### src/rtl/urv_dm_arbiter_if.sv
// Bus bundle for urv_dm_arbiter: core port, aux (debug/DMA) port and shared memory port.
// slave is the arbiter's view; master is the view of the surrounding requesters and memory.
interface urv_dm_arbiter_if;
  logic [31:0] c_addr_i;
  logic [31:0] c_data_i;
  logic [3:0]  c_select_i;
  logic        c_load_i;
  logic        c_store_i;
  logic        c_stall_req_o;
  logic [31:0] c_load_data_o;
  logic        c_load_valid_o;

  logic [31:0] a_addr_i;
  logic [31:0] a_data_i;
  logic [3:0]  a_select_i;
  logic        a_load_i;
  logic        a_store_i;
  logic        a_ack_o;
  logic [31:0] a_load_data_o;
  logic        a_load_valid_o;

  logic [31:0] m_addr_o;
  logic [31:0] m_data_o;
  logic [3:0]  m_select_o;
  logic        m_load_o;
  logic        m_store_o;
  logic        m_ready_i;
  logic [31:0] m_load_data_i;
  logic        m_load_valid_i;

  modport slave (
    input  c_addr_i, c_data_i, c_select_i, c_load_i, c_store_i,
    output c_stall_req_o, c_load_data_o, c_load_valid_o,
    input  a_addr_i, a_data_i, a_select_i, a_load_i, a_store_i,
    output a_ack_o, a_load_data_o, a_load_valid_o,
    output m_addr_o, m_data_o, m_select_o, m_load_o, m_store_o,
    input  m_ready_i, m_load_data_i, m_load_valid_i
  );

  modport master (
    output c_addr_i, c_data_i, c_select_i, c_load_i, c_store_i,
    input  c_stall_req_o, c_load_data_o, c_load_valid_o,
    output a_addr_i, a_data_i, a_select_i, a_load_i, a_store_i,
    input  a_ack_o, a_load_data_o, a_load_valid_o,
    input  m_addr_o, m_data_o, m_select_o, m_load_o, m_store_o,
    output m_ready_i, m_load_data_i, m_load_valid_i
  );
endinterface

### src/rtl/urv_dm_arbiter.sv
// Two-port (core, aux) arbiter onto a single memory port with at most one load outstanding.
// Define URV_DM_ARB_FAIR_EN to let aux win after g_starve_limit consecutive contended core grants.
module urv_dm_arbiter #(
  parameter int unsigned g_starve_limit = 4
) (
  input logic              clk_i,
  input logic              rst_i,
  urv_dm_arbiter_if.slave  bus
);

  typedef enum logic [1:0] {StIdle, StWaitC, StWaitA} state_e;

  state_e      state_q;
  logic [31:0] c_load_data_q, a_load_data_q;
  logic        c_load_valid_q, a_load_valid_q;

  logic        c_req, a_req;
  logic        aux_favoured;
  logic        grant_c, grant_a;
  logic        issue_load, issue_store;
  logic        accept;
  logic [31:0] sel_addr, sel_data;
  logic [3:0]  sel_select;

  always_comb begin
    c_req       = bus.c_load_i | bus.c_store_i;
    a_req       = bus.a_load_i | bus.a_store_i;
    grant_c     = 1'b0;
    grant_a     = 1'b0;
    if (!rst_i && state_q == StIdle) begin
      grant_c = c_req & ~(a_req & aux_favoured);
      grant_a = a_req & ~grant_c;
    end

    // Load wins over store when a requester asserts both.
    issue_load  = (grant_c & bus.c_load_i) | (grant_a & bus.a_load_i);
    issue_store = (grant_c & bus.c_store_i & ~bus.c_load_i) |
                  (grant_a & bus.a_store_i & ~bus.a_load_i);
    accept      = (issue_load | issue_store) & bus.m_ready_i;

    if (grant_a) begin
      sel_addr   = bus.a_addr_i;
      sel_data   = bus.a_data_i;
      sel_select = bus.a_select_i;
    end else begin
      sel_addr   = bus.c_addr_i;
      sel_data   = bus.c_data_i;
      sel_select = bus.c_select_i;
    end
  end

  assign bus.m_addr_o       = sel_addr;
  assign bus.m_data_o       = sel_data;
  assign bus.m_select_o     = sel_select;
  assign bus.m_load_o       = issue_load;
  assign bus.m_store_o      = issue_store;
  assign bus.a_ack_o        = grant_a & accept;
  assign bus.c_stall_req_o  = ~rst_i & c_req & ~(grant_c & accept);
  assign bus.c_load_data_o  = c_load_data_q;
  assign bus.c_load_valid_o = c_load_valid_q;
  assign bus.a_load_data_o  = a_load_data_q;
  assign bus.a_load_valid_o = a_load_valid_q;

`ifdef URV_DM_ARB_FAIR_EN
  logic [2:0] starve_q;

  assign aux_favoured = (starve_q == 3'(g_starve_limit));

  always_ff @(posedge clk_i) begin
    if (rst_i) begin
      starve_q <= 3'd0;
    end else if (!a_req || (grant_a && accept)) begin
      starve_q <= 3'd0;
    end else if (grant_c && accept && starve_q != 3'd7) begin
      starve_q <= starve_q + 3'd1;
    end
  end
`else
  logic unused_starve_limit;

  assign aux_favoured        = 1'b0;
  assign unused_starve_limit = ^g_starve_limit;
`endif

  always_ff @(posedge clk_i) begin
    if (rst_i) begin
      state_q        <= StIdle;
      c_load_data_q  <= 32'h0;
      a_load_data_q  <= 32'h0;
      c_load_valid_q <= 1'b0;
      a_load_valid_q <= 1'b0;
    end else begin
      c_load_valid_q <= 1'b0;
      a_load_valid_q <= 1'b0;
      unique case (state_q)
        StIdle: begin
          if (accept && issue_load) begin
            state_q <= grant_a ? StWaitA : StWaitC;
          end
        end
        StWaitC: begin
          if (bus.m_load_valid_i) begin
            c_load_data_q  <= bus.m_load_data_i;
            c_load_valid_q <= 1'b1;
            state_q        <= StIdle;
          end
        end
        StWaitA: begin
          if (bus.m_load_valid_i) begin
            a_load_data_q  <= bus.m_load_data_i;
            a_load_valid_q <= 1'b1;
            state_q        <= StIdle;
          end
        end
        default: state_q <= StIdle;
      endcase
    end
  end

endmodule

### src/flat_wrapper.sv
// flat-port wrapper written by rule: the top's interface ports become plain ports
module urv_dm_arbiter_flat 
#(
  parameter int unsigned g_starve_limit = 4
)
  (clk_i, rst_i, bus_c_addr_i, bus_c_data_i, bus_c_select_i, bus_c_load_i, bus_c_store_i, bus_c_stall_req_o, bus_c_load_data_o, bus_c_load_valid_o, bus_a_addr_i, bus_a_data_i, bus_a_select_i, bus_a_load_i, bus_a_store_i, bus_a_ack_o, bus_a_load_data_o, bus_a_load_valid_o, bus_m_addr_o, bus_m_data_o, bus_m_select_o, bus_m_load_o, bus_m_store_o, bus_m_ready_i, bus_m_load_data_i, bus_m_load_valid_i);
  urv_dm_arbiter_if bus_i ();
  input logic clk_i;
  input logic rst_i;
  input wire logic [$bits(bus_i.c_addr_i)-1:0] bus_c_addr_i;
  input wire logic [$bits(bus_i.c_data_i)-1:0] bus_c_data_i;
  input wire logic [$bits(bus_i.c_select_i)-1:0] bus_c_select_i;
  input wire logic [$bits(bus_i.c_load_i)-1:0] bus_c_load_i;
  input wire logic [$bits(bus_i.c_store_i)-1:0] bus_c_store_i;
  output wire logic [$bits(bus_i.c_stall_req_o)-1:0] bus_c_stall_req_o;
  output wire logic [$bits(bus_i.c_load_data_o)-1:0] bus_c_load_data_o;
  output wire logic [$bits(bus_i.c_load_valid_o)-1:0] bus_c_load_valid_o;
  input wire logic [$bits(bus_i.a_addr_i)-1:0] bus_a_addr_i;
  input wire logic [$bits(bus_i.a_data_i)-1:0] bus_a_data_i;
  input wire logic [$bits(bus_i.a_select_i)-1:0] bus_a_select_i;
  input wire logic [$bits(bus_i.a_load_i)-1:0] bus_a_load_i;
  input wire logic [$bits(bus_i.a_store_i)-1:0] bus_a_store_i;
  output wire logic [$bits(bus_i.a_ack_o)-1:0] bus_a_ack_o;
  output wire logic [$bits(bus_i.a_load_data_o)-1:0] bus_a_load_data_o;
  output wire logic [$bits(bus_i.a_load_valid_o)-1:0] bus_a_load_valid_o;
  output wire logic [$bits(bus_i.m_addr_o)-1:0] bus_m_addr_o;
  output wire logic [$bits(bus_i.m_data_o)-1:0] bus_m_data_o;
  output wire logic [$bits(bus_i.m_select_o)-1:0] bus_m_select_o;
  output wire logic [$bits(bus_i.m_load_o)-1:0] bus_m_load_o;
  output wire logic [$bits(bus_i.m_store_o)-1:0] bus_m_store_o;
  input wire logic [$bits(bus_i.m_ready_i)-1:0] bus_m_ready_i;
  input wire logic [$bits(bus_i.m_load_data_i)-1:0] bus_m_load_data_i;
  input wire logic [$bits(bus_i.m_load_valid_i)-1:0] bus_m_load_valid_i;
  assign bus_i.c_addr_i = bus_c_addr_i;
  assign bus_i.c_data_i = bus_c_data_i;
  assign bus_i.c_select_i = bus_c_select_i;
  assign bus_i.c_load_i = bus_c_load_i;
  assign bus_i.c_store_i = bus_c_store_i;
  assign bus_c_stall_req_o = bus_i.c_stall_req_o;
  assign bus_c_load_data_o = bus_i.c_load_data_o;
  assign bus_c_load_valid_o = bus_i.c_load_valid_o;
  assign bus_i.a_addr_i = bus_a_addr_i;
  assign bus_i.a_data_i = bus_a_data_i;
  assign bus_i.a_select_i = bus_a_select_i;
  assign bus_i.a_load_i = bus_a_load_i;
  assign bus_i.a_store_i = bus_a_store_i;
  assign bus_a_ack_o = bus_i.a_ack_o;
  assign bus_a_load_data_o = bus_i.a_load_data_o;
  assign bus_a_load_valid_o = bus_i.a_load_valid_o;
  assign bus_m_addr_o = bus_i.m_addr_o;
  assign bus_m_data_o = bus_i.m_data_o;
  assign bus_m_select_o = bus_i.m_select_o;
  assign bus_m_load_o = bus_i.m_load_o;
  assign bus_m_store_o = bus_i.m_store_o;
  assign bus_i.m_ready_i = bus_m_ready_i;
  assign bus_i.m_load_data_i = bus_m_load_data_i;
  assign bus_i.m_load_valid_i = bus_m_load_valid_i;
  urv_dm_arbiter #(.g_starve_limit(g_starve_limit)) u_core (.clk_i(clk_i), .rst_i(rst_i), .bus(bus_i));
endmodule
### config.mk
export PLATFORM = sky130hd
export DESIGN_NAME = urv_dm_arbiter_flat
export DESIGN_NICKNAME = d
export VERILOG_FILES = /design/src/rtl/urv_dm_arbiter_if.sv /design/src/rtl/urv_dm_arbiter.sv /design/src/flat_wrapper.sv
export SDC_FILE = /design/constraint.sdc
export NUM_CORES = 1
export LEC_CHECK = 0
export CAP_MARGIN = 15
export CORE_AREA = 2 2 123 125
export CTS_CLUSTER_SIZE = 28
export DETAILED_ROUTE_END_ITERATION = 8
export DIE_AREA = 0 0 125 127
export PLACE_DENSITY = 0.67
export RECOVER_POWER = 25
export SLEW_MARGIN = 20
export SYNTH_ARGS = -nofsm -noshare
export SYNTH_HDL_FRONTEND = slang
export SYNTH_SLANG_ARGS = --single-unit
### constraint.sdc
create_clock -name clk_i -period 2.1 [get_ports clk_i]
set_clock_uncertainty 0.05 [all_clocks]
set_input_delay 0.315 -clock clk_i [delete_from_list [all_inputs] [get_ports clk_i]]
set_output_delay 0.315 -clock clk_i [all_outputs]
set_load 0.02 [all_outputs]
* Word level (Yosys, flattened, before mapping)
Index checks and enable logic that the tools add are counted.
** Storage, ports and cells
- Bits in registers :: 68
- Latch bits :: 0
- Memory bits (writable) :: 0
- ROM bits :: 0
- Bits of input ports :: 176
- Output and inout bits :: 138
- Word-level logic and storage cells :: 53
- Memories kept :: 0
** Operators by class
- Add/sub/neg operators :: 0
- Multiply operators :: 0
- Div/mod/pow operators :: 0
- Magnitude comparators :: 0
- Equality and inequality tests :: 4
- Shift operators :: 0
- Mux-type cells :: 10
- Bitwise operators :: 24
- Reductions and logical operators :: 10
** Operators with widths (count)
- 32-bit 2-to-1 mux :: 2
- 1-bit bitwise AND :: 12
- 1-bit NOT :: 7
- 2-bit 2-to-1 mux :: 3
- 2-bit AND reduction :: 3
- 2-bit OR reduction :: 3
- 1-bit bitwise OR :: 5
- 4-bit 2-to-1 mux :: 1
- 2-bit one-hot mux with 2 select lines :: 1
- 1-bit 2-to-1 mux :: 3
- 2-bit by 1-bit equality test with 1-bit output, second input constant :: 1
- 2-bit equality test, second input constant :: 1
- 1-bit logical AND :: 2
- 2-bit logical NOT :: 1
- 2-bit by 1-bit != test with 1-bit output, second input constant :: 1
- 2-bit != test, second input constant :: 1
- 1-bit logical NOT :: 1

* Longest topological paths before layout
- Depth in word-level cells :: 12
- Depth in mapped cells :: 7
- Depth with buffers taken out :: 5

* Worst setup path before layout
Ideal clock, no wire load.
- Path kind :: reg2out
- Start :: reg u_core.state_q[0]
- End :: out bus_m_addr_o[0]
- Arrival time :: 1.769 ns
- Data required time :: 1.735 ns
- Slack :: -0.034 ns
- Cell stages (with the launch flop) :: 7
- Path buffers :: 1
- Cells stage by stage :: dfxtp_1 -> inv_1 -> ha_1 -> nand2b_4 -> nor4_4 -> buf_6 -> mux2_2
** On the way
- Cells in the longest elaborated chain, start to end :: 4
** RTL lines
- start, declared :: line urv_dm_arbiter.sv:13 : state_e state_q;
- start signal, assigned :: line urv_dm_arbiter.sv:87 : state_q <= StIdle;
- start signal, assigned :: line urv_dm_arbiter.sv:98 : state_q <= grant_a ? StWaitA : StWaitC;
- start signal, assigned :: line urv_dm_arbiter.sv:105 : state_q <= StIdle;
- 2-bit logical NOT :: line urv_dm_arbiter.sv:30 : if (!rst_i && state_q == StIdle) begin
- 1-bit logical AND :: line urv_dm_arbiter.sv:30
- 1-bit 2-to-1 mux :: line urv_dm_arbiter.sv:30
- 32-bit 2-to-1 mux :: line urv_dm_arbiter.sv:41 : if (grant_a) begin
- end, declared :: line flat_wrapper.sv:26 : output wire logic [$bits(bus_i.m_addr_o)-1:0] bus_m_addr_o;
Every way passes these cells.

* Final worst setup path
- Start :: reg u_core.state_q[1]
- End :: out bus_m_data_o[19]
** On the way
- Cells in the longest elaborated chain, start to end :: 4
** RTL lines
- 2-bit logical NOT :: line urv_dm_arbiter.sv:30
- 1-bit logical AND :: line urv_dm_arbiter.sv:30
- 1-bit 2-to-1 mux :: line urv_dm_arbiter.sv:30
- 32-bit 2-to-1 mux :: line urv_dm_arbiter.sv:41
- end, declared :: line flat_wrapper.sv:27 : output wire logic [$bits(bus_i.m_data_o)-1:0] bus_m_data_o;
Every way passes these cells.

==> metrics.csv <==
metric,value,unit
power.share.clock,0.390,
outcome,finished with violations,
gp_congestion,0.934,
crit_fanout,7,
start_util,0.233,
yosysMostFrequentCell,nand2_1,
powerDensity,536,mW/mm²
yosysUniqueCellTypes,24,
rsz0062_at_grt,true,
hpwl,14.2,mm
netSwitchingPower,990,µW
drc,0,
p_leak,0.00298,µW
critical_path_class,reg2out,
syn_to_final_growth,126,%
worstHoldPathType,reg2reg,
ant_nets,0,
diodes,0,
syn_area,0.00336,mm²
grt_pass1_vias,4116,
rows,44,
cap_viol_max_count,0,
ctsHoldBuffers,0,
cts_max_path_buffers,2,
critical_path.endpoint_type,output port,
fin_crit,2.50,ns
nNetsFinal,907,
fmax,400,MHz
wl_per_cell,18.7,µm
ys_seq_area_frac,0.405,
violations,setup timing,
synth-xor-area-share,0,
power.share.combinational,0.284,
clk_pin_slew_worst_paths,0.05,ns
cp-start-kind,register,
cp.arrival,2.13,ns
synth_fa_ha_area_frac,0.0112,
port_buffers,313,
yosys_register_bits,68,
yosysTopAreaCell,dfxtp_1,
layout_setup_ws,-0.397,ns
firstDrtPassIters,4,
grt_usage,0.205,
insertion_delay,0.32,ns
utilization,0.526,
fp.dieH,127,µm
yosys.area_share.simple,0.173,
routed-via-count,4137,
relSlewSlack,0.443,
drv_slew,0,
required,1.74,ns
drt-total-wl,17.2,mm
grt_max_degree,69,
pin_count,314,
hold_slack,0.401,ns
synthMuxAreaShare,0.243,
dp_slack,-0.764,ns
synthArstFlopShare,0,
cts_root_buf,clkbuf_16,
fin_crit_sh,1.19,
ys_warn_count,0,
final-hold-violation-count,0,
cts_buffers,9,
cts_tree,built,
grt_pass1_wl,24.8,mm
vias_per_cell,4.52,
netlist_top_cells_count,"nand2_1 (130), dfxtp_1 (68), a21oi_1 (65)",
die-area,0.0159,mm²
ys.flop_type,dfxtp_1,
syn_inst,388,
finalSetupViolations,69,
overflow,0,
h-tree-depth,3,
grt_antenna_before_repair,2,
synth-compound-area-share,0.113,
power_frac_seq,0.326,
power.share.switching,0.244,
yosys-top-cells-area,"dfxtp_1 (41%), mux2_2 (20%), nand2_1 (15%)",
fp.dieW,125,µm
total_power,4060,µW
drive_gt1_frac,0.286,
worst_slew_pin_slew,0.836,ns
synth_top_cell_area_share,0.405,
synth_edf_count,0,
avgSynthCellArea,8.66,µm²
synth_top_family_by_area,multiplexers,
final_cells,916,
placed_cells,885,
worst_ir_drop_vdd,300,µV
core_area,0.0144,mm²
syn-num-nets,567,
clock_sinks,68,
p_int,3070,µW
first_iter_violations,222,
what timing repair did:
action / in CTS / in global routing
buffers inserted: 10 / 4
pin swaps: 2 / 0
resized for setup: 406 / 43
endpoints found under the setup margin: 72 / 72
gates cloned: 3 / 1
state kept, by name (all words and copies together), names as in the netlist:
signal                     count
u_core.bus.a_load_data_o      32
u_core.bus.a_load_valid_o      1
u_core.bus.c_load_valid_o      1
u_core.bus.c_load_data_o      32
u_core.state_q                 2
critical path, stage by stage, from the launching register on:
cell and delay [ns]:
dfxtp_2 0.32, inv_2 0.07, ha_4 0.15, nand2b_4 0.06
nor4_4 0.16, buf_4 0.18, buf_12 0.13, buf_8 0.12
buf_8 0.13, mux2_4 0.31, buf_8 0.15
routing by layer:
layer  wire length (µm)  track usage
met1               6180        0.216
met4                408       0.0614
met3               1200       0.0540
met2               9380        0.399
met5                  0            0
layout by cell type (no fill, tap or decap), types with 2 or more instances in the layout:
cell type and instances:
a21oi_1 65, buf_12 5, buf_16 2, buf_2 11, buf_4 28, buf_6 57, buf_8 8, bufinv_16 2
clkbuf_1 3, clkbuf_16 10, clkbuf_2 3, clkdlybuf4s50_1 236, dfxtp_1 67, dlygate4sd2_1 4, ha_1 2, inv_1 2
inv_2 2, mux2_2 11, mux2_4 58, nand2_1 130, nor2_1 3, nor2b_1 2
metrics by stage:
| step | area (µm²) | TNS [ns] |
|---|---|---|
| after global placement | 6800 | -46.89 |
| after floorplan | 3360 | -0.158 |
| after global routing | 7580 | -25.82 |
| after CTS | 7450 | -18.49 |
| final | 7580 | -19.81 |
| after detailed placement | 6800 | -48.07 |
area by class of cell:
| class | count | area, µm² |
|---|---|---|
| inverter | 4 | 15.0 |
| clock inverter | 4 | 73.8 |
| multi-input combinational | 287 | 2020 |
| clock buffer | 11 | 243 |
| timing repair buffer | 358 | 3630 |
| fill | 1317 | 6840 |
| sequential | 68 | 1360 |
| tap | 184 | 230 |
cells by family after synthesis:
family,Yosys count
and+or+nand+nor,143
AOI/OAI and AO/OA,71
muxes,70
DFF,68
buffers and inverters,33
adders and majority gates,3
power by group through the flow:
| stage | Clock [µW] | Sequential (µW) | Combinational (µW) |
|---|---|---|---|
| finish | 1590 | 1320 | 1150 |
| global route | 1680 | 1320 | 1210 |
| CTS | 1620 | 1320 | 1130 |
| detailed placement | 0 | 1350 | 1040 |
| global placement | 0 | 1350 | 1040 |
| floorplan | 0 | 1370 | 354 |
final timing paths:
kind	depth (start not counted)	endpoint	startpoint	slack, ns
setup reg to reg	7	u_core.bus.c_load_data_o[2]	u_core.state_q[1]	0.27
hold / removal	2	u_core.bus.c_load_data_o[30]	u_core.bus.c_load_data_o[30]	0.40
hold reg to reg	2	u_core.bus.c_load_data_o[30]	u_core.bus.c_load_data_o[30]	0.40
setup / recovery	10	bus_m_data_o[19]	u_core.state_q[1]	-0.40
Note: power is estimated with default switching activity, not from simulation.
